[src/rtl/ifid_skid_buffer_pkg.sv]
// Shared datapath types for the fetch/decode boundary.
// Holds the word type, the skid-buffer entry layout and its depth.
package cpu_types_pkg;

  typedef logic [31:0] word_t;

  localparam int IFID_DEPTH = 2;

  typedef struct packed {
    word_t instr;
    word_t pc;
    word_t npc;
  } ifid_entry_t;

  function automatic ifid_entry_t make_entry(input word_t instr, input word_t pc,
                                             input word_t npc);
    ifid_entry_t e;
    e.instr = instr;
    e.pc    = pc;
    e.npc   = npc;
    return e;
  endfunction

endpackage

[src/rtl/ifid_skid_buffer_if.sv]
// Fetch/decode boundary bundle: fetch-side enqueue, decode-side head, control and perf.
// slave = the skid buffer, master = the surrounding pipeline (or a bench).
interface ifid_skid_buffer_if;
  import cpu_types_pkg::*;

  logic  ihit;
  word_t imemload;
  word_t imemaddr;
  word_t next_memaddr;
  logic  flush;
  logic  dec_stall;
  logic  halt;
  logic  fetch_stall;
  logic  id_valid;
  word_t id_instr;
  word_t id_pc;
  word_t id_npc;
  logic  halted;
  word_t perf_bubble_cnt;
  word_t perf_full_cnt;

  modport slave (
    input  ihit, imemload, imemaddr, next_memaddr, flush, dec_stall, halt,
    output fetch_stall, id_valid, id_instr, id_pc, id_npc, halted,
           perf_bubble_cnt, perf_full_cnt
  );

  modport master (
    output ihit, imemload, imemaddr, next_memaddr, flush, dec_stall, halt,
    input  fetch_stall, id_valid, id_instr, id_pc, id_npc, halted,
           perf_bubble_cnt, perf_full_cnt
  );

endinterface

[src/rtl/ifid_skid_buffer_perf_ctr.sv]
// 32-bit free-wrapping enable counter used for the optional perf statistics.
// Latency: count visible the cycle after the enabled edge; no backpressure.
module ifid_perf_ctr (
  input  logic        clk,
  input  logic        rst_n,
  input  logic        en,
  output logic [31:0] cnt
);

  always_ff @(posedge clk or negedge rst_n) begin
    if (!rst_n) begin
      cnt <= '0;
    end else if (en) begin
      cnt <= cnt + 32'd1;
    end
  end

endmodule

[src/rtl/ifid_skid_buffer.sv]
// Two-entry fetch->decode instruction skid buffer with flush and sticky halt; perf counters under IFID_PERF_EN.
// Latency: enqueue to id_valid is 1 cycle; 1 instr/cycle sustained with one entry held.
// Backpressure: fetch_stall is purely registered (full or halted); a hit while full is dropped for fetch to replay.
module ifid_skid_buffer
  import cpu_types_pkg::*;
(
  input logic          CLK,
  input logic          nRST,
  ifid_skid_buffer_if.slave bus
);

  ifid_entry_t entry [IFID_DEPTH];
  logic        rd_ptr;
  logic        wr_ptr;
  logic [1:0]  count;
  logic        halted_q;
  logic        full;
  logic        empty;
  logic        enq;
  logic        deq;
  ifid_entry_t head;

  assign full  = (count == 2'(IFID_DEPTH));
  assign empty = (count == 2'd0);

  // Enqueue is gated on registered fullness only, so dec_stall never reaches fetch_stall.
  assign enq = bus.ihit & ~full & ~bus.flush & ~halted_q;
  assign deq = ~empty & ~bus.dec_stall & ~bus.flush & ~halted_q;

  always_ff @(posedge CLK or negedge nRST) begin
    if (!nRST) begin
      for (int i = 0; i < IFID_DEPTH; i++) begin
        entry[i] <= '0;
      end
      rd_ptr   <= 1'b0;
      wr_ptr   <= 1'b0;
      count    <= 2'd0;
      halted_q <= 1'b0;
    end else begin
      if (bus.flush) begin
        rd_ptr <= 1'b0;
        wr_ptr <= 1'b0;
        count  <= 2'd0;
      end else begin
        if (enq) begin
          entry[wr_ptr] <= make_entry(bus.imemload, bus.imemaddr, bus.next_memaddr);
          wr_ptr        <= ~wr_ptr;
        end
        if (deq) begin
          rd_ptr <= ~rd_ptr;
        end
        count <= count + {1'b0, enq} - {1'b0, deq};
      end
      if (bus.halt) begin
        halted_q <= 1'b1;
      end
    end
  end

  assign head            = entry[rd_ptr];
  assign bus.id_valid    = ~empty;
  assign bus.id_instr    = head.instr;
  assign bus.id_pc       = head.pc;
  assign bus.id_npc      = head.npc;
  assign bus.fetch_stall = full | halted_q;
  assign bus.halted      = halted_q;

`ifdef IFID_PERF_EN
  ifid_perf_ctr u_bubble_ctr (
    .clk   (CLK),
    .rst_n (nRST),
    .en    (empty & ~halted_q),
    .cnt   (bus.perf_bubble_cnt)
  );

  ifid_perf_ctr u_full_ctr (
    .clk   (CLK),
    .rst_n (nRST),
    .en    (full & ~halted_q),
    .cnt   (bus.perf_full_cnt)
  );
`else
  assign bus.perf_bubble_cnt = '0;
  assign bus.perf_full_cnt   = '0;
`endif

endmodule

[src/flat_wrapper.sv]
// flat-port wrapper written by rule: the top's interface ports become plain ports
module ifid_skid_buffer_flat import cpu_types_pkg::*;
  (CLK, nRST, bus_ihit, bus_imemload, bus_imemaddr, bus_next_memaddr, bus_flush, bus_dec_stall, bus_halt, bus_fetch_stall, bus_id_valid, bus_id_instr, bus_id_pc, bus_id_npc, bus_halted, bus_perf_bubble_cnt, bus_perf_full_cnt);
  ifid_skid_buffer_if bus_i ();
  input logic CLK;
  input logic nRST;
  input wire logic [$bits(bus_i.ihit)-1:0] bus_ihit;
  input wire logic [$bits(bus_i.imemload)-1:0] bus_imemload;
  input wire logic [$bits(bus_i.imemaddr)-1:0] bus_imemaddr;
  input wire logic [$bits(bus_i.next_memaddr)-1:0] bus_next_memaddr;
  input wire logic [$bits(bus_i.flush)-1:0] bus_flush;
  input wire logic [$bits(bus_i.dec_stall)-1:0] bus_dec_stall;
  input wire logic [$bits(bus_i.halt)-1:0] bus_halt;
  output wire logic [$bits(bus_i.fetch_stall)-1:0] bus_fetch_stall;
  output wire logic [$bits(bus_i.id_valid)-1:0] bus_id_valid;
  output wire logic [$bits(bus_i.id_instr)-1:0] bus_id_instr;
  output wire logic [$bits(bus_i.id_pc)-1:0] bus_id_pc;
  output wire logic [$bits(bus_i.id_npc)-1:0] bus_id_npc;
  output wire logic [$bits(bus_i.halted)-1:0] bus_halted;
  output wire logic [$bits(bus_i.perf_bubble_cnt)-1:0] bus_perf_bubble_cnt;
  output wire logic [$bits(bus_i.perf_full_cnt)-1:0] bus_perf_full_cnt;
  assign bus_i.ihit = bus_ihit;
  assign bus_i.imemload = bus_imemload;
  assign bus_i.imemaddr = bus_imemaddr;
  assign bus_i.next_memaddr = bus_next_memaddr;
  assign bus_i.flush = bus_flush;
  assign bus_i.dec_stall = bus_dec_stall;
  assign bus_i.halt = bus_halt;
  assign bus_fetch_stall = bus_i.fetch_stall;
  assign bus_id_valid = bus_i.id_valid;
  assign bus_id_instr = bus_i.id_instr;
  assign bus_id_pc = bus_i.id_pc;
  assign bus_id_npc = bus_i.id_npc;
  assign bus_halted = bus_i.halted;
  assign bus_perf_bubble_cnt = bus_i.perf_bubble_cnt;
  assign bus_perf_full_cnt = bus_i.perf_full_cnt;
  ifid_skid_buffer u_core (.CLK(CLK), .nRST(nRST), .bus(bus_i));
endmodule
[config.mk]
export PLATFORM = sky130hd
export DESIGN_NAME = ifid_skid_buffer_flat
export DESIGN_NICKNAME = d
export VERILOG_FILES = /design/src/rtl/ifid_skid_buffer_pkg.sv /design/src/rtl/ifid_skid_buffer_if.sv /design/src/rtl/ifid_skid_buffer_perf_ctr.sv /design/src/rtl/ifid_skid_buffer.sv /design/src/flat_wrapper.sv
export SDC_FILE = /design/constraint.sdc
export NUM_CORES = 1
export LEC_CHECK = 0
export BUFFER_PORTS_ARGS = -buffer_cell sky130_fd_sc_hd__buf_2
export CAP_MARGIN = 5
export CORE_MARGIN = 1
export CORE_UTILIZATION = 45
export CTS_CLUSTER_SIZE = 30
export DETAILED_ROUTE_END_ITERATION = 10
export GPL_ROUTABILITY_DRIVEN = 0
export PLACE_DENSITY = 0.71
export SYNTH_ARGS = -nofsm -noshare
export SYNTH_HDL_FRONTEND = slang
export SYNTH_SLANG_ARGS = --single-unit
export TNS_END_PERCENT = 50
[constraint.sdc]
create_clock -name CLK -period 5.7 [get_ports CLK]
set_input_delay 0.855 -clock CLK [delete_from_list [all_inputs] [get_ports CLK]]
set_output_delay 0.855 -clock CLK [all_outputs]
set_load 0.03 [all_outputs]
==> results.yml <==
status:
  status: "complete, no violations"
sta:
  hold_violations: 0
  tns_ps: 0
  rsz0062_at_grt: "false"
  finalSetupViolations: 0
  skew_ps: 14.3
  fin_crit_sh_pct: 60.9
  worst_pin_slew_ps: 798
  layout_min_cycle_time_ps: 3470
  drv_slew: 0
  fmax_mhz: 288
  relSlewSlack_pct: 46.8
  setup_slack_ps: 2230
die:
  pin_count: 265
  coreArea_mm2: 0.0197
  die_h_um: 144
  initial_core_util_pct: 46.4
  rows: 51
  dieArea_mm2: 0.0208
  die_w_um: 144
run:
  max-cap-violations: 0
critical_path:
  crit_chain: "buf_4 -> mux2_2 -> buf_2"
  endpoint_kind: "primary output"
  worstPathArrival_ps: 2610
  required_ps: 4850
  cp_max_fo: 55
  crit_start: "u_core.rd_ptr"
  reg2regPathDepth: 4
  crit_path_max_incr_delay_ps: 940
  reg2reg_slack_ps: 3310
  worst-setup-path-type: "reg2out"
  crit_path_top_delay_cell: "dfrtp_4"
  worstReg2RegEnd: "u_core.entry[138]"
  start_kind: "flip-flop"
  rr_startpoint: "u_core.count[1]"
clock_tree:
  clk_pin_slew_ps: 80
  cts_buffer_depth: 2
  cts_setup_buffers: 0
  ctsResizeCount: 0
  clkLatencyLatePin_ps: 430
  ctsRootBufferMaster: "clkbuf_16"
  clkSinkCount: 197
  holdBufCountCts: 0
  tritoncts: "built"
  cts_htree_levels: 4
  cts_made_buffers: 17
grt:
  first_global_vias: 5413
  grt_pass1_wl_um: 27400
  antenna_found_initial: 2
  grt_max_degree: 131
  grt_usage_pct: 17.1
  grt-ovfl-total: 0
synthesis:
  synth_cell_types: 25
  netlist_area_mm2: 0.00912
  synth_edf_count: 0
  post_synth_inst_count: 608
  synth_ff_type: "dfrtp_1"
  yosysWarnings: 0
  seq_area_frac_synth_pct: 54.1
  avgSynthCellArea_um2: 15.0
  ys_ff_latch: 197
  async_reset_ff_share_pct: 100
power_and_ir_drop:
  vdd_drop_max_v: 0.000167
  powerDensity_mw_per_mm2: 291
  p_leak_uw: 0.00573
  p_total_uw: 3100
place:
  place_hpwl_um: 11200
  dp_cells: 1044
  portBuffers: 200
  post-place-ws_ps: 2640
detailed_routing:
  wirelength_um: 17300
  initialDrtViolationCount: 138
  viasPerCell: 4.82
  drtAntennaViolNets: 0
  drc: 0
  drtPass1Iterations: 4
  vias: 5195
  avgRoutedWirePerCell_um: 16.0
final_layout:
  mostFrequentLayoutCells: "mux2_2 (254), buf_2 (199), dfrtp_1 (196), conb_1 (64), mux2_4 (29)"
  final_common_cell: "mux2_2"
  syn_to_final_growth_pct: 17.1
  fillCellCount: 1692
  nNetsFinal: 902
  drive_gt1_share_pct: 64.7
  final_cells: 1077
min_path:
  hold_class: "in2async"
report_power, final:
part / total (µW) / switching, µW / internal [µW]
clock: 1150 / 572 / 579
combinational: 449 / 282 / 167
sequential: 1500 / 34.3 / 1470
total: 3100 / 888 / 2210
cell usage after synthesis, drive strengths merged (2+ instances only):
cell type,count,share of area (%)
mux2,288,37
dfrtp,197,54
buf,87,6.9
clkbuf,10,0.41
inv,3,0.12
nor2,3,0.12
ha,2,0.27
nand2b,2,0.14
nor2b,2,0.14
or2,2,0.14
or4,2,0.16
state kept, by name, summed over array words and instances, names as in the netlist:
signal,flops
u_core.entry,192
u_core.count,2
u_core.bus.halted,1
u_core.rd_ptr,1
u_core.wr_ptr,1
per-stage QoR:
stage,hold slack (ps),area (µm²),util (%)
finish,408,10700,54.3
global route,434,10700,54.3
floorplan,460,9360,-
global placement,477,10100,51.4
CTS,413,10700,54.3
detailed placement,482,10100,51.4
layer usage:
layer	vias up	routed length (µm)	global-route usage (%)
li1	2397	-	-
met1	2625	7770	22.1
met2	161	7920	26.4
met3	10	1460	7.02
met4	2	117	4.32
met5	-	13	0
how the worst max path moves through the flow:
stage,to,slack (ps),depth (start not counted)
final,bus_id_instr[31],2230,3
after global routing,bus_id_npc[11],2080,3
after CTS,bus_id_instr[31],2160,3
after detailed placement,bus_id_instr[31],2640,3
after global placement,bus_id_instr[31],2650,3
after floorplan,bus_id_instr[10],3190,4
logic make-up (layout without fill, tap and decap cells):
kind of cell    Yosys count  after routing  share of synthesized area (%)
mux                     288            288                           36.8
xor+xnor                  1              1                         0.0961
fa+ha+maj                 2              2                          0.274
buf+inv                 100            240                           7.45
simple gates             16             16                           1.14
compound gates            3              3                          0.192
flops                   197            197                           54.1
other cells               1             65                         0.0411
layout make-up:
type / instances / area, µm² / area share, %
antenna: 1 / 2.50 / 0.0234
inverter: 3 / 11.3 / 0.105
timing repair buffer: 205 / 1070 / 10.0
multi-input combinational: 374 / 3760 / 35.2
sequential: 197 / 4930 / 46.2
tap: 265 / 332 / 3.11
clock inverter: 15 / 140 / 1.31
clock buffer: 17 / 425 / 3.98
worst max-delay path, delay by kind of cell, from the launching register on:
kind | cells | cell delay (ps)
DFF | 1 | 940
buffers and inverters | 2 | 800
muxes | 1 | 410
No activity file was read; power rests on OpenSTA's default activity.
